<file path="src/rtl/axi_lite_dbus_arbiter.sv">
// Two-master to one-slave AXI-Lite arbiter for the peripheral bridge port.
// Read and write paths are arbitrated independently, one outstanding
// transaction per path. rd_state_dbg / wr_state_dbg expose the FSM states.
//
// Handshake rules: a beat transfers on any edge where valid and ready are both
// high. A source holds valid (and its payload) until that edge. Readiness is
// never promised ahead of time. Only the granted master's channels are
// connected to the slave. The other master always sees ready/rvalid/bvalid low.
module axi_lite_dbus_arbiter #(
  parameter string arb_mode         = "round_robin",
  parameter int    simulation_delay = 0
) (
  input  logic        clk,
  input  logic        rst,
  // master 0 (CPU data bus)
  input  logic [31:0] s0_axi_araddr,
  input  logic        s0_axi_arvalid,
  output logic        s0_axi_arready,
  output logic [31:0] s0_axi_rdata,
  output logic [1:0]  s0_axi_rresp,
  output logic        s0_axi_rvalid,
  input  logic        s0_axi_rready,
  input  logic [31:0] s0_axi_awaddr,
  input  logic        s0_axi_awvalid,
  output logic        s0_axi_awready,
  input  logic [31:0] s0_axi_wdata,
  input  logic [3:0]  s0_axi_wstrb,
  input  logic        s0_axi_wvalid,
  output logic        s0_axi_wready,
  output logic [1:0]  s0_axi_bresp,
  output logic        s0_axi_bvalid,
  input  logic        s0_axi_bready,
  // master 1 (DMA / debug)
  input  logic [31:0] s1_axi_araddr,
  input  logic        s1_axi_arvalid,
  output logic        s1_axi_arready,
  output logic [31:0] s1_axi_rdata,
  output logic [1:0]  s1_axi_rresp,
  output logic        s1_axi_rvalid,
  input  logic        s1_axi_rready,
  input  logic [31:0] s1_axi_awaddr,
  input  logic        s1_axi_awvalid,
  output logic        s1_axi_awready,
  input  logic [31:0] s1_axi_wdata,
  input  logic [3:0]  s1_axi_wstrb,
  input  logic        s1_axi_wvalid,
  output logic        s1_axi_wready,
  output logic [1:0]  s1_axi_bresp,
  output logic        s1_axi_bvalid,
  input  logic        s1_axi_bready,
  // slave side (AXI-APB bridge)
  output logic [31:0] m_axi_araddr,
  output logic        m_axi_arvalid,
  input  logic        m_axi_arready,
  input  logic [31:0] m_axi_rdata,
  input  logic [1:0]  m_axi_rresp,
  input  logic        m_axi_rvalid,
  output logic        m_axi_rready,
  output logic [31:0] m_axi_awaddr,
  output logic        m_axi_awvalid,
  input  logic        m_axi_awready,
  output logic [31:0] m_axi_wdata,
  output logic [3:0]  m_axi_wstrb,
  output logic        m_axi_wvalid,
  input  logic        m_axi_wready,
  input  logic [1:0]  m_axi_bresp,
  input  logic        m_axi_bvalid,
  output logic        m_axi_bready,
  // ownership and debug
  output logic [1:0]  rd_grant,
  output logic [1:0]  wr_grant,
  output logic [1:0]  rd_state_dbg,
  output logic [1:0]  wr_state_dbg
);

  localparam bit fixed_mode = (arb_mode == "fixed");

  // The output delay only matters to behavioural models. This synthesizable
  // core applies no delay.
  if (simulation_delay != 0) begin : g_sim_delay_ignored
  end

  typedef enum logic [1:0] {RD_IDLE = 2'd0, RD_ADDR = 2'd1, RD_RESP = 2'd2} rd_state_t;
  typedef enum logic [1:0] {WR_IDLE = 2'd0, WR_ADDR = 2'd1, WR_RESP = 2'd2} wr_state_t;

  rd_state_t  rd_state, rd_state_next;
  wr_state_t  wr_state, wr_state_next;
  logic [1:0] rd_grant_next, wr_grant_next;
  logic       last_rd_owner, last_rd_owner_next;   // 1 = master 1 owned last
  logic       last_wr_owner, last_wr_owner_next;
  logic       aw_done, aw_done_next, w_done, w_done_next;
  logic       aw_hs, w_hs;

  // One-hot winner among the requesters. When both request, the master that
  // did not own the path last wins, or master 0 in fixed mode.
  function automatic logic [1:0] pick(input logic req0, input logic req1, input logic last);
    if (req0 && req1) return (fixed_mode || last) ? 2'b01 : 2'b10;
    else if (req0)    return 2'b01;
    else if (req1)    return 2'b10;
    else              return 2'b00;
  endfunction

  assign rd_state_dbg = rd_state;
  assign wr_state_dbg = wr_state;

  // State, grant, owner-history and write-flag registers.
  always_ff @(posedge clk or posedge rst) begin
    if (rst) begin
      rd_state      <= RD_IDLE;
      wr_state      <= WR_IDLE;
      rd_grant      <= 2'b00;
      wr_grant      <= 2'b00;
      last_rd_owner <= 1'b1;
      last_wr_owner <= 1'b1;
      aw_done       <= 1'b0;
      w_done        <= 1'b0;
    end else begin
      rd_state      <= rd_state_next;
      wr_state      <= wr_state_next;
      rd_grant      <= rd_grant_next;
      wr_grant      <= wr_grant_next;
      last_rd_owner <= last_rd_owner_next;
      last_wr_owner <= last_wr_owner_next;
      aw_done       <= aw_done_next;
      w_done        <= w_done_next;
    end
  end

  // Read path next state. The release cycle always returns to idle, so a new
  // grant can never be issued in the same cycle as a release.
  always_comb begin
    rd_state_next      = rd_state;
    rd_grant_next      = rd_grant;
    last_rd_owner_next = last_rd_owner;
    case (rd_state)
      RD_IDLE: begin
        if (s0_axi_arvalid || s1_axi_arvalid) begin
          rd_state_next = RD_ADDR;
          rd_grant_next = pick(s0_axi_arvalid, s1_axi_arvalid, last_rd_owner);
        end
      end
      RD_ADDR: begin
        if (m_axi_arvalid && m_axi_arready) rd_state_next = RD_RESP;
      end
      RD_RESP: begin
        if (m_axi_rvalid && m_axi_rready) begin
          rd_state_next      = RD_IDLE;
          last_rd_owner_next = rd_grant[1];
          rd_grant_next      = 2'b00;
        end
      end
      default: begin
        rd_state_next = RD_IDLE;
        rd_grant_next = 2'b00;
      end
    endcase
  end

  // Write path next state. AW and W complete independently, in either order,
  // and the response phase starts once both have completed.
  always_comb begin
    wr_state_next      = wr_state;
    wr_grant_next      = wr_grant;
    last_wr_owner_next = last_wr_owner;
    aw_done_next       = aw_done;
    w_done_next        = w_done;
    case (wr_state)
      WR_IDLE: begin
        if (s0_axi_awvalid || s1_axi_awvalid) begin
          wr_state_next = WR_ADDR;
          wr_grant_next = pick(s0_axi_awvalid, s1_axi_awvalid, last_wr_owner);
        end
      end
      WR_ADDR: begin
        if ((aw_done || aw_hs) && (w_done || w_hs)) begin
          wr_state_next = WR_RESP;
          aw_done_next  = 1'b0;
          w_done_next   = 1'b0;
        end else begin
          aw_done_next  = aw_done || aw_hs;
          w_done_next   = w_done || w_hs;
        end
      end
      WR_RESP: begin
        if (m_axi_bvalid && m_axi_bready) begin
          wr_state_next      = WR_IDLE;
          last_wr_owner_next = wr_grant[1];
          wr_grant_next      = 2'b00;
        end
      end
      default: begin
        wr_state_next = WR_IDLE;
        wr_grant_next = 2'b00;
        aw_done_next  = 1'b0;
        w_done_next   = 1'b0;
      end
    endcase
  end

  // Read channel routing. Payload muxes fall back to master 0 when idle.
  always_comb begin
    m_axi_araddr   = rd_grant[1] ? s1_axi_araddr : s0_axi_araddr;
    m_axi_arvalid  = (rd_state == RD_ADDR) &&
                     ((rd_grant[0] && s0_axi_arvalid) || (rd_grant[1] && s1_axi_arvalid));
    s0_axi_arready = (rd_state == RD_ADDR) && rd_grant[0] && m_axi_arready;
    s1_axi_arready = (rd_state == RD_ADDR) && rd_grant[1] && m_axi_arready;
    m_axi_rready   = (rd_state == RD_RESP) &&
                     ((rd_grant[0] && s0_axi_rready) || (rd_grant[1] && s1_axi_rready));
    s0_axi_rvalid  = (rd_state == RD_RESP) && rd_grant[0] && m_axi_rvalid;
    s1_axi_rvalid  = (rd_state == RD_RESP) && rd_grant[1] && m_axi_rvalid;
    s0_axi_rdata   = m_axi_rdata;
    s1_axi_rdata   = m_axi_rdata;
    s0_axi_rresp   = m_axi_rresp;
    s1_axi_rresp   = m_axi_rresp;
  end

  // Write channel routing. Completed AW or W beats are masked until the
  // response phase.
  always_comb begin
    m_axi_awaddr   = wr_grant[1] ? s1_axi_awaddr : s0_axi_awaddr;
    m_axi_wdata    = wr_grant[1] ? s1_axi_wdata  : s0_axi_wdata;
    m_axi_wstrb    = wr_grant[1] ? s1_axi_wstrb  : s0_axi_wstrb;
    m_axi_awvalid  = (wr_state == WR_ADDR) && !aw_done &&
                     ((wr_grant[0] && s0_axi_awvalid) || (wr_grant[1] && s1_axi_awvalid));
    m_axi_wvalid   = (wr_state == WR_ADDR) && !w_done &&
                     ((wr_grant[0] && s0_axi_wvalid) || (wr_grant[1] && s1_axi_wvalid));
    aw_hs          = m_axi_awvalid && m_axi_awready;
    w_hs           = m_axi_wvalid && m_axi_wready;
    s0_axi_awready = (wr_state == WR_ADDR) && !aw_done && wr_grant[0] && m_axi_awready;
    s1_axi_awready = (wr_state == WR_ADDR) && !aw_done && wr_grant[1] && m_axi_awready;
    s0_axi_wready  = (wr_state == WR_ADDR) && !w_done && wr_grant[0] && m_axi_wready;
    s1_axi_wready  = (wr_state == WR_ADDR) && !w_done && wr_grant[1] && m_axi_wready;
    m_axi_bready   = (wr_state == WR_RESP) &&
                     ((wr_grant[0] && s0_axi_bready) || (wr_grant[1] && s1_axi_bready));
    s0_axi_bvalid  = (wr_state == WR_RESP) && wr_grant[0] && m_axi_bvalid;
    s1_axi_bvalid  = (wr_state == WR_RESP) && wr_grant[1] && m_axi_bvalid;
    s0_axi_bresp   = m_axi_bresp;
    s1_axi_bresp   = m_axi_bresp;
  end

endmodule

</file>
<file path="config.mk">
export PLATFORM = sky130hd
export DESIGN_NAME = axi_lite_dbus_arbiter
export DESIGN_NICKNAME = d
export VERILOG_FILES = /design/src/rtl/axi_lite_dbus_arbiter.sv
export SDC_FILE = /design/constraint.sdc
export NUM_CORES = 1
export LEC_CHECK = 0
export BUFFER_PORTS_ARGS = -buffer_cell sky130_fd_sc_hd__clkbuf_2
export CAP_MARGIN = 10
export CORE_AREA = 2 2 176 178
export DETAILED_ROUTE_END_ITERATION = 12
export DIE_AREA = 0 0 178 180
export PLACE_DENSITY_LB_ADDON = 0.15
export SYNTH_ARGS = -nofsm -noshare
export SYNTH_HDL_FRONTEND = slang
export SYNTH_SLANG_ARGS = --single-unit
</file>
<file path="constraint.sdc">
create_clock -name clk -period 3.95 [get_ports clk]
set_clock_uncertainty 0.1 [all_clocks]
set_input_delay 0.5925 -clock clk [delete_from_list [all_inputs] [get_ports clk]]
set_output_delay 0.5925 -clock clk [all_outputs]
set_load 0.01 [all_outputs]
</file>
==> run summary <==
The CTS buffer count came out at 3. The clock tree from TritonCTS is yes. The number of setup buffers added after CTS is 0. The post-route non-filler standard cell count came out at ~920.

The detail route stage leaves a number of antenna-violating nets equal to 0. The synthesized netlist net count is 519. The final routed DRC violation total is 0. Of the synthesized area, sequential elements account for roughly 12%. The leakage power is between 2 and 2.5 nW. The number of H-tree levels is 1. The number of max-cap violations came out at 0.

The worst setup path is of the reg -> out kind. The run finished with clean final reports. The share of the cycle needed by the critical path after routing came out at between 60% and 70%. The setup-violating endpoint count in the final report came out at 0. The wire length per cell after detailed routing is about 16 um. The total of hold buffers inserted after clock tree synthesis came out at 0. The worst setup path is launched from a register.

The final layout contains between 700 and 800 nets. The core footprint is just over 30000 um^2. In this run the power density over the cells is about 260 nW/um^2.

The number of hold violations in the final report came to 0. The data required time of the critical path came out at 3260 ps. The overall die area came out at about 32000 um^2. The detailed-router iteration count before antenna repair came out at 4. The width of the die came out at between 150 and 200 um. The routability congestion estimate came out at approximately 0.93. The number of unique standard cell types used by synthesis is 29. The number of DRC markers after the initial detailed-route iteration is just under 100. Counting I/O delays and the setup requirement, the final critical path takes between 2000 and 3000 ps. The placed cell count is around 920. The routed via count divided by cell count is approximately 3.1. Pin placement for this block handled 448 I/O pins. The first-pass GRT wire length is ~20000 um.

The worst endpoint data arrival time came out at ~1900 ps. In the synthesized netlist, the number of instances is 266. The total number of yosys warnings is 0. The starting density of the core came out at just over 8%. The critical path goes through buf_12, mux2_2, clkbuf_2. The completed layout was analyzed and its total power is approximately 1.1 mW.

The clock edge transition at the registers on the reported setup and hold paths came out at ~50 ps. In this run the worst hold path is classified as in -> async. The count of instances resized after the clock tree is built came out at 0. In the final timing run, aggregate negative setup slack is 0 ps. VDD sags by at most approximately 0.11 mV. The reg2reg setup slack is between 1500 and 2000 ps.

The initial antenna violation count is 1. The worst-case headroom to the max-slew limit is between 60% and 70%. Leaving out fill and tap cells, the most frequent cell in the layout is clkbuf_2. The depth of the worst register-to-register path is 5. The tree is rooted in a clkbuf_16.

The die outline height is roughly 180 um. The share of post-route cells with drive strength above 1 came out at 86.9%. The standard-cell row count is 64.

The via total after detailed routing came out at approximately 2900. The antenna cell count is 0. The count of filler cells inserted in the layout is approximately 3500. The HPWL reported at the end of detailed placement is between 10000 and 15000 um.

The worst setup path is captured at an output port. The upper clock frequency limit came out at around 0.38 GHz. The worst register-to-register path ends at wr_state_dbg[0]. The count of buffers inserted at the top-level ports is ~340. Along the worst path, the maximum fanout reaches 53. The routed wire length is between 10000 and 15000 um. Setup repair after global routing left no endpoint under its margin.

The aggregate global-route resource usage came out at under 10%. Synthesis inferred 12 register bits. The clock latency on the worst-skew pair is around 240 ps. The longest individual stage delay on the worst path came out at about 740 ps. The startpoint of the lowest-slack register-to-register path is wr_grant[1].

The clock drives 12 sinks. The maximum number of pins on one net before global-route repair came out at 54. The post-synth design cell area came out at around 2500 um^2. The layout overhead on the synthesized area is 68.6%. The transition time at the pin with the least slew margin came out at slightly below 600 ps. The post-synthesis area per instance is between 9 and 10 um^2. In the layout the commonest cells are clkbuf_2 (339), mux2_2 (102), a21oi_1 (9), dfrtp_1 (9), nor2_1 (8).

The library cell contributing the largest single delay on the critical path is dfrtp_2. The via count of the first global-routing pass is about 2900. The aggregate global routing overflow came out at 0. The final count of pins violating max slew is 0. The maximum buffer depth of the clock tree came out at 2.
==> logic make-up (layout without fill, tap and decap cells) <==
kind of cell | Yosys count | after routing | share of synthesized area [%]
buffers and inverters | 88 | 348 | 25.0
and+or+nand+nor | 42 | 42 | 10.0
DFF | 12 | 12 | 12.2
AOI/OAI and AO/OA | 22 | 22 | 6.46
muxes | 102 | 102 | 46.3
==> how the worst max path moves through the flow <==
| stage | startpoint | to | slack, ps | cells past startpoint |
|---|---|---|---|---|
| final | wr_grant[1] | m_axi_awaddr[4] | 1350 | 3 |
| after CTS | wr_grant[1] | m_axi_awaddr[20] | 1320 | 3 |
| after floorplan | wr_grant[1] | m_axi_awaddr[0] | 2030 | 3 |
| after detailed placement | wr_grant[1] | m_axi_awaddr[20] | 1570 | 3 |
| after global placement | wr_grant[1] | m_axi_awaddr[20] | 1570 | 3 |
| after global routing | wr_grant[1] | m_axi_awvalid | 1230 | 4 |
==> cells in the mapped netlist <==
library cell,instances,area [um^2]
and3b_1,1,8.76
and3_1,5,31.3
mux2_2,102,1150
or2_2,1,6.26
o2bb2ai_1,3,26.3
nand2_1,3,11.3
a21oi_1,9,45.0
a22oi_2,1,12.5
a32o_1,2,20.0
buf_2,12,60.1
dfrtp_1,10,250
or2_1,1,6.26
nand2b_4,1,13.8
and3_2,3,22.5
buf_4,73,548
nand2b_1,5,31.3
nor2b_1,5,31.3
inv_1,3,11.3
o31ai_1,1,7.51
a22o_1,1,8.76
o32a_1,1,10.0
nor2b_2,1,8.76
nor3_1,3,15.0
nor2_1,8,30.0
and2_1,2,12.5
or3_1,2,12.5
a22oi_1,4,30.0
nor3b_1,1,7.51
dfstp_2,2,52.6
==> per-stage QoR <==
step | hold slack [ps] | setup slack (ps) | util (%) | area (um^2)
floorplan | 356 | 2030 | - | 2480
global placement | 498 | 1570 | 13.6 | 4090
detailed placement | 485 | 1570 | 13.6 | 4090
CTS | 312 | 1320 | 13.9 | 4180
global route | 352 | 1230 | 13.9 | 4180
finish | 290 | 1350 | 13.9 | 4180
==> flip-flops by register name, indices dropped and copies added (netlist names) <==
| name | flops |
|---|---|
| wr_state_dbg | 2 |
| rd_grant | 2 |
| wr_grant | 2 |
| last_wr_owner | 1 |
| rd_state_dbg | 2 |
| w_done | 1 |
| aw_done | 1 |
| last_rd_owner | 1 |
==> power breakdown <==
part	leakage (nW)	switching [mW]	internal, mW
registers	0.147	0.0297	0.149
clock network	0.0442	0.0574	0.153
logic	1.97	0.336	0.360
total	2.16	0.423	0.662
==> metal layers <==
metal	vias up	share of wire [%]	global-route usage [%]	wire, um
li1	1391	-	-	-
met1	1328	47	12.7	6880
met2	125	43	11.9	6370
met3	16	8.9	2.94	1300
met4	2	0.92	1.74	135
met5	-	0.048	0	7
==> area by class of cell <==
type                            instances  area [um^2]  share of cell area (%)
Multi-Input combinational cell        166         1560                    37.3
Inverter                                3         11.3                   0.269
Clock buffer                            4         88.8                    2.12
Tap cell                              396          495                    11.8
Sequential cell                        12          304                    7.27
Timing Repair Buffer                  341         1720                    41.2
==> critical path: cells and delay by family (launching register included) <==
kind                   cells  cell delay [ps]
muxes                      1              400
DFF                        1              740
buffers and inverters      2              500
No activity file was read; power rests on OpenSTA's default activity.
